--- src/rtl/bip_pkg.sv ---
// Shared BIP definitions: instruction field widths, HALT opcode, loader FSM states.
// Latency: n/a (types and constants only).
// Backpressure: n/a.
package bip_pkg;

    // Instruction layout: [15:11] opcode, [10:0] operand.
    localparam int OPCODE_W  = 5;
    localparam int OPERAND_W = 11;

    localparam logic [OPCODE_W-1:0] HALT_OPC = 5'b00000;

    typedef enum logic [2:0] {
        ST_IDLE    = 3'd0,
        ST_WAIT_HI = 3'd1,
        ST_WAIT_LO = 3'd2,
        ST_WRITE   = 3'd3,
        ST_DONE    = 3'd4,
        ST_ERROR   = 3'd5
    } loader_state_t;

endpackage

--- src/rtl/bip_program_loader.sv ---
// Loads BIP program memory from a UART byte stream (high byte first) and
// releases the CPU once the HALT word is stored.
// Latency: prog_we one cycle after the low-byte rx_done; cpu_enable one cycle after the HALT write.
// Backpressure: none; every byte is accepted in WAIT_HI/WAIT_LO and in WRITE
// (unless the word being written ends the load), ignored in IDLE/DONE/ERROR.
//
// Ports:
//   clk, reset                 system clock, async active-high reset
//   start                      one-cycle pulse, begins/restarts a load (beats rx_done)
//   rx_data, rx_done           received byte and its one-cycle strobe
//   prog_we/addr/wdata         registered program-memory write port
//   busy, cpu_enable, load_err load status (all registered)
module bip_program_loader
    import bip_pkg::*;
#(
    parameter int                  ADDR_W      = 11,
    parameter int                  INSTR_W     = 16,
    parameter int                  MEM_DEPTH   = 2048,
    parameter logic [OPCODE_W-1:0] HALT_OPCODE = HALT_OPC
) (
    input  logic               clk,
    input  logic               reset,
    input  logic               start,
    input  logic [7:0]         rx_data,
    input  logic               rx_done,
    output logic               prog_we,
    output logic [ADDR_W-1:0]  prog_addr,
    output logic [INSTR_W-1:0] prog_wdata,
    output logic               busy,
    output logic               cpu_enable,
    output logic               load_err
);

    loader_state_t      state_q, state_d;
    logic [ADDR_W-1:0]  addr_q,  addr_d;
    logic [7:0]         hi_q,    hi_d;
    logic [INSTR_W-1:0] wdata_q, wdata_d;
    logic               we_q,    we_d;
    logic               busy_q,  busy_d;
    logic               cpu_en_q, cpu_en_d;
    logic               err_q,   err_d;

    logic               is_halt;
    logic               is_last;

    // Decisions in WRITE look at the word being written this cycle.
    assign is_halt = (wdata_q[OPERAND_W +: OPCODE_W] == HALT_OPCODE);
    assign is_last = (addr_q == ADDR_W'(MEM_DEPTH - 1));

    always_comb begin
        state_d = state_q;
        addr_d  = addr_q;
        hi_d    = hi_q;
        wdata_d = wdata_q;

        if (start) begin
            // Restart from any state; a half-received word is simply abandoned.
            state_d = ST_WAIT_HI;
            addr_d  = '0;
        end else begin
            case (state_q)
                ST_WAIT_HI: begin
                    if (rx_done) begin
                        hi_d    = rx_data;
                        state_d = ST_WAIT_LO;
                    end
                end
                ST_WAIT_LO: begin
                    if (rx_done) begin
                        wdata_d = INSTR_W'({hi_q, rx_data});
                        state_d = ST_WRITE;
                    end
                end
                ST_WRITE: begin
                    if (is_halt) begin
                        state_d = ST_DONE;
                    end else if (is_last) begin
                        // Counter stops here rather than wrapping onto word 0.
                        state_d = ST_ERROR;
                    end else begin
                        addr_d = addr_q + ADDR_W'(1);
                        if (rx_done) begin
                            // Byte arriving during the write is the next high byte.
                            hi_d    = rx_data;
                            state_d = ST_WAIT_LO;
                        end else begin
                            state_d = ST_WAIT_HI;
                        end
                    end
                end
                default: ;
            endcase
        end

        // Outputs are decoded from the next state so they register alongside it.
        we_d     = (state_d == ST_WRITE);
        busy_d   = (state_d == ST_WAIT_HI) || (state_d == ST_WAIT_LO) ||
                   (state_d == ST_WRITE);
        cpu_en_d = (state_d == ST_DONE);
        err_d    = (state_d == ST_ERROR);
    end

    always_ff @(posedge clk or posedge reset) begin
        if (reset) begin
            state_q  <= ST_IDLE;
            addr_q   <= '0;
            hi_q     <= '0;
            wdata_q  <= '0;
            we_q     <= 1'b0;
            busy_q   <= 1'b0;
            cpu_en_q <= 1'b0;
            err_q    <= 1'b0;
        end else begin
            state_q  <= state_d;
            addr_q   <= addr_d;
            hi_q     <= hi_d;
            wdata_q  <= wdata_d;
            we_q     <= we_d;
            busy_q   <= busy_d;
            cpu_en_q <= cpu_en_d;
            err_q    <= err_d;
        end
    end

    assign prog_we    = we_q;
    assign prog_addr  = addr_q;
    assign prog_wdata = wdata_q;
    assign busy       = busy_q;
    assign cpu_enable = cpu_en_q;
    assign load_err   = err_q;

endmodule
--- config.mk ---
export PLATFORM = sky130hd
export DESIGN_NAME = bip_program_loader
export DESIGN_NICKNAME = d
export VERILOG_FILES = /design/src/rtl/bip_pkg.sv /design/src/rtl/bip_program_loader.sv
export SDC_FILE = /design/constraint.sdc
export NUM_CORES = 1
export LEC_CHECK = 0
export CAP_MARGIN = 20
export CORE_AREA = 5 5 66 68
export CTS_BUF_LIST = sky130_fd_sc_hd__clkbuf_8
export CTS_CLUSTER_SIZE = 25
export DETAILED_ROUTE_END_ITERATION = 12
export DIE_AREA = 0 0 71 73
export PLACE_DENSITY_LB_ADDON = 0.15
export RECOVER_POWER = 100
export SYNTH_ARGS = -nofsm -noshare
export SYNTH_HDL_FRONTEND = slang
export SYNTH_SLANG_ARGS = --single-unit
--- constraint.sdc ---
create_clock -name clk -period 2.75 [get_ports clk]
set_clock_uncertainty 0.15 [all_clocks]
set_input_delay 0.4125 -clock clk [delete_from_list [all_inputs] [get_ports clk]]
set_output_delay 0.4125 -clock clk [all_outputs]
set_load 0.02 [all_outputs]
Word-level counts from Yosys, hierarchy flattened
Cells that the tools add are included.
Widths: inputs -> output; s select.
- bits in registers: 42
- input bits: 12
- logic and storage cells: 46
- add/subtract/negate cells: 1
- equality and inequality tests: 13
- multiplexer cells: 15
- bitwise operators: 1
- reduce and logical (&&, ||, !) cells: 8
- operators with widths (cell ; number):
    $mux 11 ; 4
    $mux 8 ; 3
    $pmux 8 s2 ; 1
    $mux 3 ; 5
    $eq 3x2->1 const B ; 4
    $add 11x1->11 const B ; 1
    $eq 11x11->1 const B ; 1
    $pmux 3 s3 ; 1
    $ne 2x2->1 const B ; 4
    $eq 3x1->1 const B ; 2
    $eq 3x3->1 const B ; 2
    $reduce_and 3->1 ; 2
    $logic_not 5->1 ; 1
    $reduce_and 4->1 ; 1
    $reduce_bool 2->1 ; 2
    $logic_or 1x1->1 ; 2
    $mux 2 ; 1
    $not 1->1 ; 1

Longest topological paths before layout
- word-level depth: 8
- depth in mapped cells: 6
- mapped depth without buffers: 6

Worst setup path before layout
Ideal clock, no wire load.
- path kind: register to register
- start: reg addr_q[0], in the netlist prog_addr[0]
- end: reg hi_q[0]
- arrival: 1.926 ns
- data required time: 2.475 ns
- path slack: 0.549 ns
- stages on the path, launching flop included: 7
- period minus slack after synthesis: 2.201 ns
- cells stage by stage: dfrtp_1 ha_1 nand3_2 nor4_4 o21ai_4 nand4b_4 mux2_2
- longest elaborated chain between the ends: 3
- ends and longest elaborated chain (element ; line ; RTL):
    start: declaration ; bip_program_loader.sv:35 ; logic [ADDR_W-1:0] addr_q, addr_d;
    start signal: assignment ; bip_program_loader.sv:115 ; addr_q <= addr_d;
    $eq 11x11->1 ; bip_program_loader.sv:48 ; assign is_last = (addr_q == ADDR_W'(MEM_DEPTH - 1));
    $ne 2x2->1 (no line) ; - ;
    $reduce_and 4->1 (no line) ; - ;
    end signal: assignment ; bip_program_loader.sv:116 ; hi_q <= hi_d;
    end: declaration ; bip_program_loader.sv:36 ; logic [7:0] hi_q, hi_d;
Every way passes these cells.
A chain may end at the register's enable or synchronous reset.

Worst setup path in the final report
- start: reg addr_q[0], in the netlist prog_addr[0]
- end: reg hi_q[5]
Same word-level chain as after synthesis.

==> impl_metrics.csv <==
group,metric,value,unit
placement,placedInstanceArea,2330,µm²
clock_tree,clk_path_buf_depth,2,
critical_path,worstSetupPathType,"reg -> reg",
cells_and_area,n_antenna_cell,0,
sta,finalCriticalPeriod,2.27,ns
sta,max_freq,440,MHz
clock_tree,cts_resized,0,
pwr,sw_frac_of_total,33.7,%
cells_and_area,mostFrequentLayoutCells,"nand2_1, dfrtp_1, dlygate4sd3_1",
critical_path,critPathRequiredTime,2.78,ns
logic_synthesis,syn-num-nets,189,
clock_tree,cts_root_buffer,"clkbuf_8",
pwr,p_clk_share,21.0,%
pwr,power.share.combinational,32.5,%
cells_and_area,layout_commonest_cell,"nand2_1",
floorplan,dieArea,5180,µm²
clock_tree,cts_sinks,42,
job,cap_viol_max_count,0,
logic_synthesis,yosysWarnings,0,
logic_synthesis,synth.avg_cell_area,10.4,µm²
floorplan,core.rowCount,23,
critical_path,r2r_cells,6,
critical_path,cp_top_family,"simple AND/OR/NAND/NOR gates",
logic_synthesis,synth-seq-area-share,57.4,%
min_path,whs_path_depth,2,
drt,drt_wl_total,3860,µm
sta,worstMarginPinSlew,1.01,ns
pwr,seqPwrFrac,46.5,%
critical_path,cp_cell_sequence,"ha_1 > nand3_2 > nor4_4 > o21ai_0 > nand4b_4 > mux2_2",
sta,rsz0062_at_grt,"false",
drt,drtIter0Drc,67,
outcome,status,"completed",
min_path,hold_end,"prog_wdata[9]",
sta,tns,0,ns
drt,viasPerCell,5.01,
critical_path,crit_slowest_cell,"o21ai_0",
critical_path,cp_num_buf_inv,0,
critical_path,worstReg2RegEnd,"hi_q[5]",
clock_tree,cts.reportedPaths.clkPinSlew,0.08,ns
logic_synthesis,synth_edf_count,0,
floorplan,io_pins,43,
global_routing,grt_max_degree,43,
sta,finalCritPeriodShare,82.7,%
drt,firstDrtPassIters,4,
critical_path,ff2ff_setup_slack,0.48,ns
critical_path,cpPeakStageDelay,0.48,ns
logic_synthesis,synth_seq_cells,42,
pwr,p_per_area,799,nW/µm²
logic_synthesis,async_flop_share,100,%
logic_synthesis,ys_types,33,
drt,num_vias,1383,
min_path,holdCritPathClass,"reg -> reg",
global_routing,antenna_found_initial,0,
critical_path,cp-end-kind,"register",
global_routing,gr-total-overflow,0,
clock_tree,cts_hold_buf,0,
placement,finalWeightedCongestion,0.756,
pwr,p_int,0.00127,W
logic_synthesis,postSynthCellCount,176,
sta,maxSlewHeadroom,32.8,%
min_path,hold_start,"hi_q[1]",
floorplan,die_width,71,µm
cells_and_area,design_area,2400,µm²
placement,hpwl,2850,µm
global_routing,track_usage,16.8,%
placement,portBuffers,42,
sta,hold_viol_final,0,
drt,drtAntennaViolNets,0,
logic_synthesis,syn_area,1830,µm²
sta,finalSetupViolCount,0,
pwr,power.switching,0.000646,W
cells_and_area,drive_gt1_share,10.2,%
clock_tree,numCtsBuffers,5,
clock_tree,htree_levels,2,
clock_tree,cts_tree,"built",
global_routing,grt_pass1_wl,6820,µm
pwr,power_leakage,1.17,nW
sta,final-max-slew-violation-count,0,
logic_synthesis,ys_dominant_reg_cell,"dfrtp_1",
critical_path,worstPathArrival,2.30,ns
drt,wl_per_cell,14.0,µm
critical_path,critPathMaxFanout,9,
critical_path,worst_setup_path_start_kind,"register",
pwr,ir_drop,0.427,mV
cells_and_area,fin_nets,238,
cells_and_area,synthToLayoutAreaGrowth,30.9,%
drt,drc,0,
floorplan,core_area,3800,µm²
floorplan,die_y,73,µm
clock_tree,post_cts_buffers,0,
global_routing,first_global_vias,1460,
clock_tree,clock_latency,0.29,ns
floorplan,initial_core_util,48.2,%
critical_path,r2r_start,"prog_addr[0]",
==> Yosys cell counts, types with 2 or more instances <==
cell type,count,area [µm²]
nand2_1,51,191
nand3_1,3,15.0
nor3b_1,2,15.0
dfrtp_1,42,1050
a21oi_1,5,25.0
o21ai_0,5,25.0
nand2b_1,2,12.5
nor2_1,15,56.3
mux2_2,8,90.1
nor3_1,3,15.0
xnor2_1,9,78.8
nor4_1,3,18.8
inv_1,5,18.8
nor4b_1,2,17.5
buf_2,2,10.0
clkbuf_1,2,7.51
==> final cells by class <==
cell class	instances	area, µm²
Fill cell	354	1400
Clock inverter	2	12.5
Multi-Input combinational cell	123	722
Sequential cell	42	1050
Inverter	6	22.5
Tap cell	50	62.6
Clock buffer	6	82.6
Timing Repair Buffer	47	444
==> metal layers <==
metal  vias up  part of all wire [%]  global-route usage [%]
met1       668                    41                    19.3
li1        675                     -                       -
met5         -                     0                       0
met3         8                   5.3                    5.37
met4         0                   2.1                    6.47
met2        32                    51                    29.1
==> worst max-delay path by stage <==
stage	to	startpoint	cells past startpoint
finish	hi_q[5]	prog_addr[0]	6
global route	prog_wdata[5]	start	6
floorplan	hi_q[0]	prog_addr[0]	6
detailed placement	prog_wdata[6]	start	6
global placement	prog_wdata[3]	start	6
CTS	hi_q[4]	prog_wdata[12]	5
==> metrics by stage <==
stage / worst slack (ns) / hold slack (ns) / power, W / cells / util, %
3_3_place_gp: 0.621 / 0.301 / 0.00157 / 268 / 61.3
3_5_place_dp: 0.597 / 0.305 / 0.00160 / 268 / 61.3
5_1_grt: 0.330 / 0.332 / 0.00203 / 276 / 63.1
4_1_cts: 0.636 / 0.323 / 0.00201 / 276 / 63.8
6_report: 0.476 / 0.312 / 0.00192 / 276 / 63.1
2_1_floorplan: 0.549 / 0.283 / 0.00126 / 176 / -
==> registers in the layout (all words and copies together), names as in the netlist <==
| signal | flops |
|---|---|
| prog_addr | 11 |
| state_q | 3 |
| prog_we | 1 |
| cpu_enable | 1 |
| prog_wdata | 16 |
| load_err | 1 |
| hi_q | 8 |
| busy | 1 |
==> kinds of logic after synthesis <==
kind of cell / count (synthesis) / synth area share [%]
compound gates: 13 / 4.51
buf+inv: 11 / 2.60
mux: 8 / 4.92
xor+xnor: 9 / 4.30
flops: 42 / 57.4
fa+ha+maj: 1 / 0.683
simple gates: 92 / 25.6
==> worst register-to-register path, delay by kind of cell, from the launching register on <==
kind,cells,cell delay [ns]
muxes,1,0.35
AOI/OAI and AO/OA,1,0.48
adders and majority gates,1,0.24
and+or+nand+nor,3,0.50
DFF,1,0.44
==> power groups by stage <==
stage	sequential (W)	clock, W	combinational (W)
final	0.000890	0.000403	0.000623
after global routing	0.000914	0.000441	0.000678
after CTS	0.000897	0.000418	0.000696
after detailed placement	0.000907	0	0.000693
after global placement	0.000906	0	0.000669
after floorplan	0.00103	0	0.000232
(Power assumes the default switching activity.)
==> patch, RTL diff (config.mk and constraints unchanged) <==
Take the reset off `hi_q` and load it in a clocked block of its own.
--- a/src/rtl/bip_program_loader.sv
+++ b/src/rtl/bip_program_loader.sv
@@ -106,3 +106,2 @@
             addr_q   <= '0;
-            hi_q     <= '0;
             wdata_q  <= '0;
@@ -115,3 +114,2 @@
             addr_q   <= addr_d;
-            hi_q     <= hi_d;
             wdata_q  <= wdata_d;
@@ -122,2 +120,6 @@
         end
+    end
+
+    always_ff @(posedge clk) begin
+        hi_q <= hi_d;
     end
Formal check against the unedited RTL: same outputs for any inputs over 10 cycles, from zero or initial values and one cycle with reset high; that may be too few to reach the edited logic, so the function may still have changed.
==> patch against the unedited design <==
- die area unchanged
- design area up 1.9%
- synthesized area up 5.3%
- wire length up 1.8%
- setup slack worse by 14 ps
- cell count down 9.8%
- first-iteration DRC count up 40%
- global-route usage up 0.38 points
- count of clock-buffer cells in the layout unchanged
- total power up 2.1%
- sequential cell count unchanged
- critical path type unchanged
- largest cell class unchanged
==> patch: results (changes against the unedited design) <==
status: "complete, no violations"
critPathMaxFanout: 8  # -1
crit_end: "hi_q[1]$_DFFE_PP_"
cts_buffers: 5  # unchanged
dp_slack_ps: 553.4  # -43.44 ps
startpoint: "prog_addr[0]$_DFFE_PP0P_"
wire_per_inst_um: 15.78  # +13%
fin_cells: 249  # -9.8%
dp_hpwl_mm: 2.918  # +2.4%
grtUsageTotal_pct: 17.15  # +0.38 points
grt_pass1_vias: 1499  # +2.7%
p_int_mw: 1.282  # +0.90%
syn-num-nets: 164  # -13%
nNetsFinal: 211  # -11%
synth-async-reset-ratio_pct: 80.95  # -19 points
vias: 1420  # +2.7%
synth_area_leaders: "dfrtp_1, edfxtp_1, mux2_2"
worst-slew-pin-transition_ps: 600.4  # -407.9 ps
grt_max_degree: 23  # -47%
path_clk_slew_ps: 80  # about the same
rr_startpoint: "prog_addr[0]$_DFFE_PP0P_"
grt_pass1_wl_mm: 6.893  # +1.1%
port_buffers: 42  # unchanged
dpl_cell_area_sq_um: 2396  # +3.0%
synth_edf_count: 8  # +8
dp_cells: 241  # -10%
htree_levels: 2  # unchanged
cts_setup_buffers: 0  # unchanged
synthDistinctLibCells: 43  # +30%
min_from: "hi_q[2]$_DFFE_PP_"
p_leak_nw: 1.020  # -13%
yosysSeqAreaShare_pct: 56.59  # -0.79 points
critPathArrivalTime_ps: 2080  # -220 ps
yosysWarnings: 0  # unchanged
avgSynthCellArea_sq_um: 12.77  # +23%
ir_drop_mv: 0.5453  # +28%
ys.flop_type: "dfrtp_1"
gp_congestion: 0.8739  # +16%
finalCritPeriodShare_pct: 83.17  # +0.49 points
antenna_cells: 0  # unchanged
hold_class: "register to register"
final_layout_size_suffix_gt1_share_pct: 14.07  # +3.9 points
synth_common_cells: "dfrtp_1, a21oi_1, mux2_2, edfxtp_1"
drt_iter0_markers: 94  # +40%
## patch: critical path: stages (launching register included)
cell and delay [ps]:
dfrtp_1 430, ha_1 250, nand2_1 100, nor3_1 60, or2_2 300, a211oi_1 240
clkbuf_1 410
## patch: cell families after synthesis
kind of cell	count (synthesis)	share of synthesized area, %
AND/OR/NAND/NOR	42	14.02
flip-flops	42	56.59
multiplexers	16	9.344
AO/OA/AOI/OAI	39	15.90
buffers and inverters	11	3.504
adder cells (fa/ha/maj)	1	0.6488
## patch: power by group through the flow
stage / clock network [mW] / logic [mW] / registers [mW]
after floorplan: 0 / 0.331 / 1.02
after global placement: 0 / 0.737 / 0.906
after detailed placement: 0 / 0.758 / 0.913
after CTS: 0.423 / 0.762 / 0.904
after global routing: 0.449 / 0.712 / 0.915
final: 0.411 / 0.660 / 0.885
## patch: layer usage
layer / up-vias / wire length [um] / global-route usage, %
met5: - / 0 / 0
met4: 0 / 55 / 5.637
met3: 6 / 224 / 5.647
met2: 37 / 2137 / 31.10
met1: 706 / 1512 / 18.95
li1: 671 / - / -
## patch: final cells by class
class / count / area [sq um]
Fill cell: 325 / 1356
Sequential cell: 42 / 1091
Multi-Input combinational cell: 98 / 724.4
Timing Repair Buffer: 47 / 454.2
Clock buffer: 6 / 82.58
Tap cell: 50 / 62.56
Inverter: 4 / 15.01
Clock inverter: 2 / 12.51
## patch: worst min-delay path by stage
stage	to	slack [ps]	cells after the start
finish	prog_wdata[10]$_DFFE_PP0P_	330	1
global placement	prog_wdata[9]$_DFFE_PP0P_	290	1
global route	prog_wdata[15]$_DFFE_PP0P_	350	1
floorplan	prog_wdata[10]$_DFFE_PP0P_	290	1
CTS	prog_wdata[9]$_DFFE_PP0P_	320	2
detailed placement	prog_wdata[9]$_DFFE_PP0P_	310	1
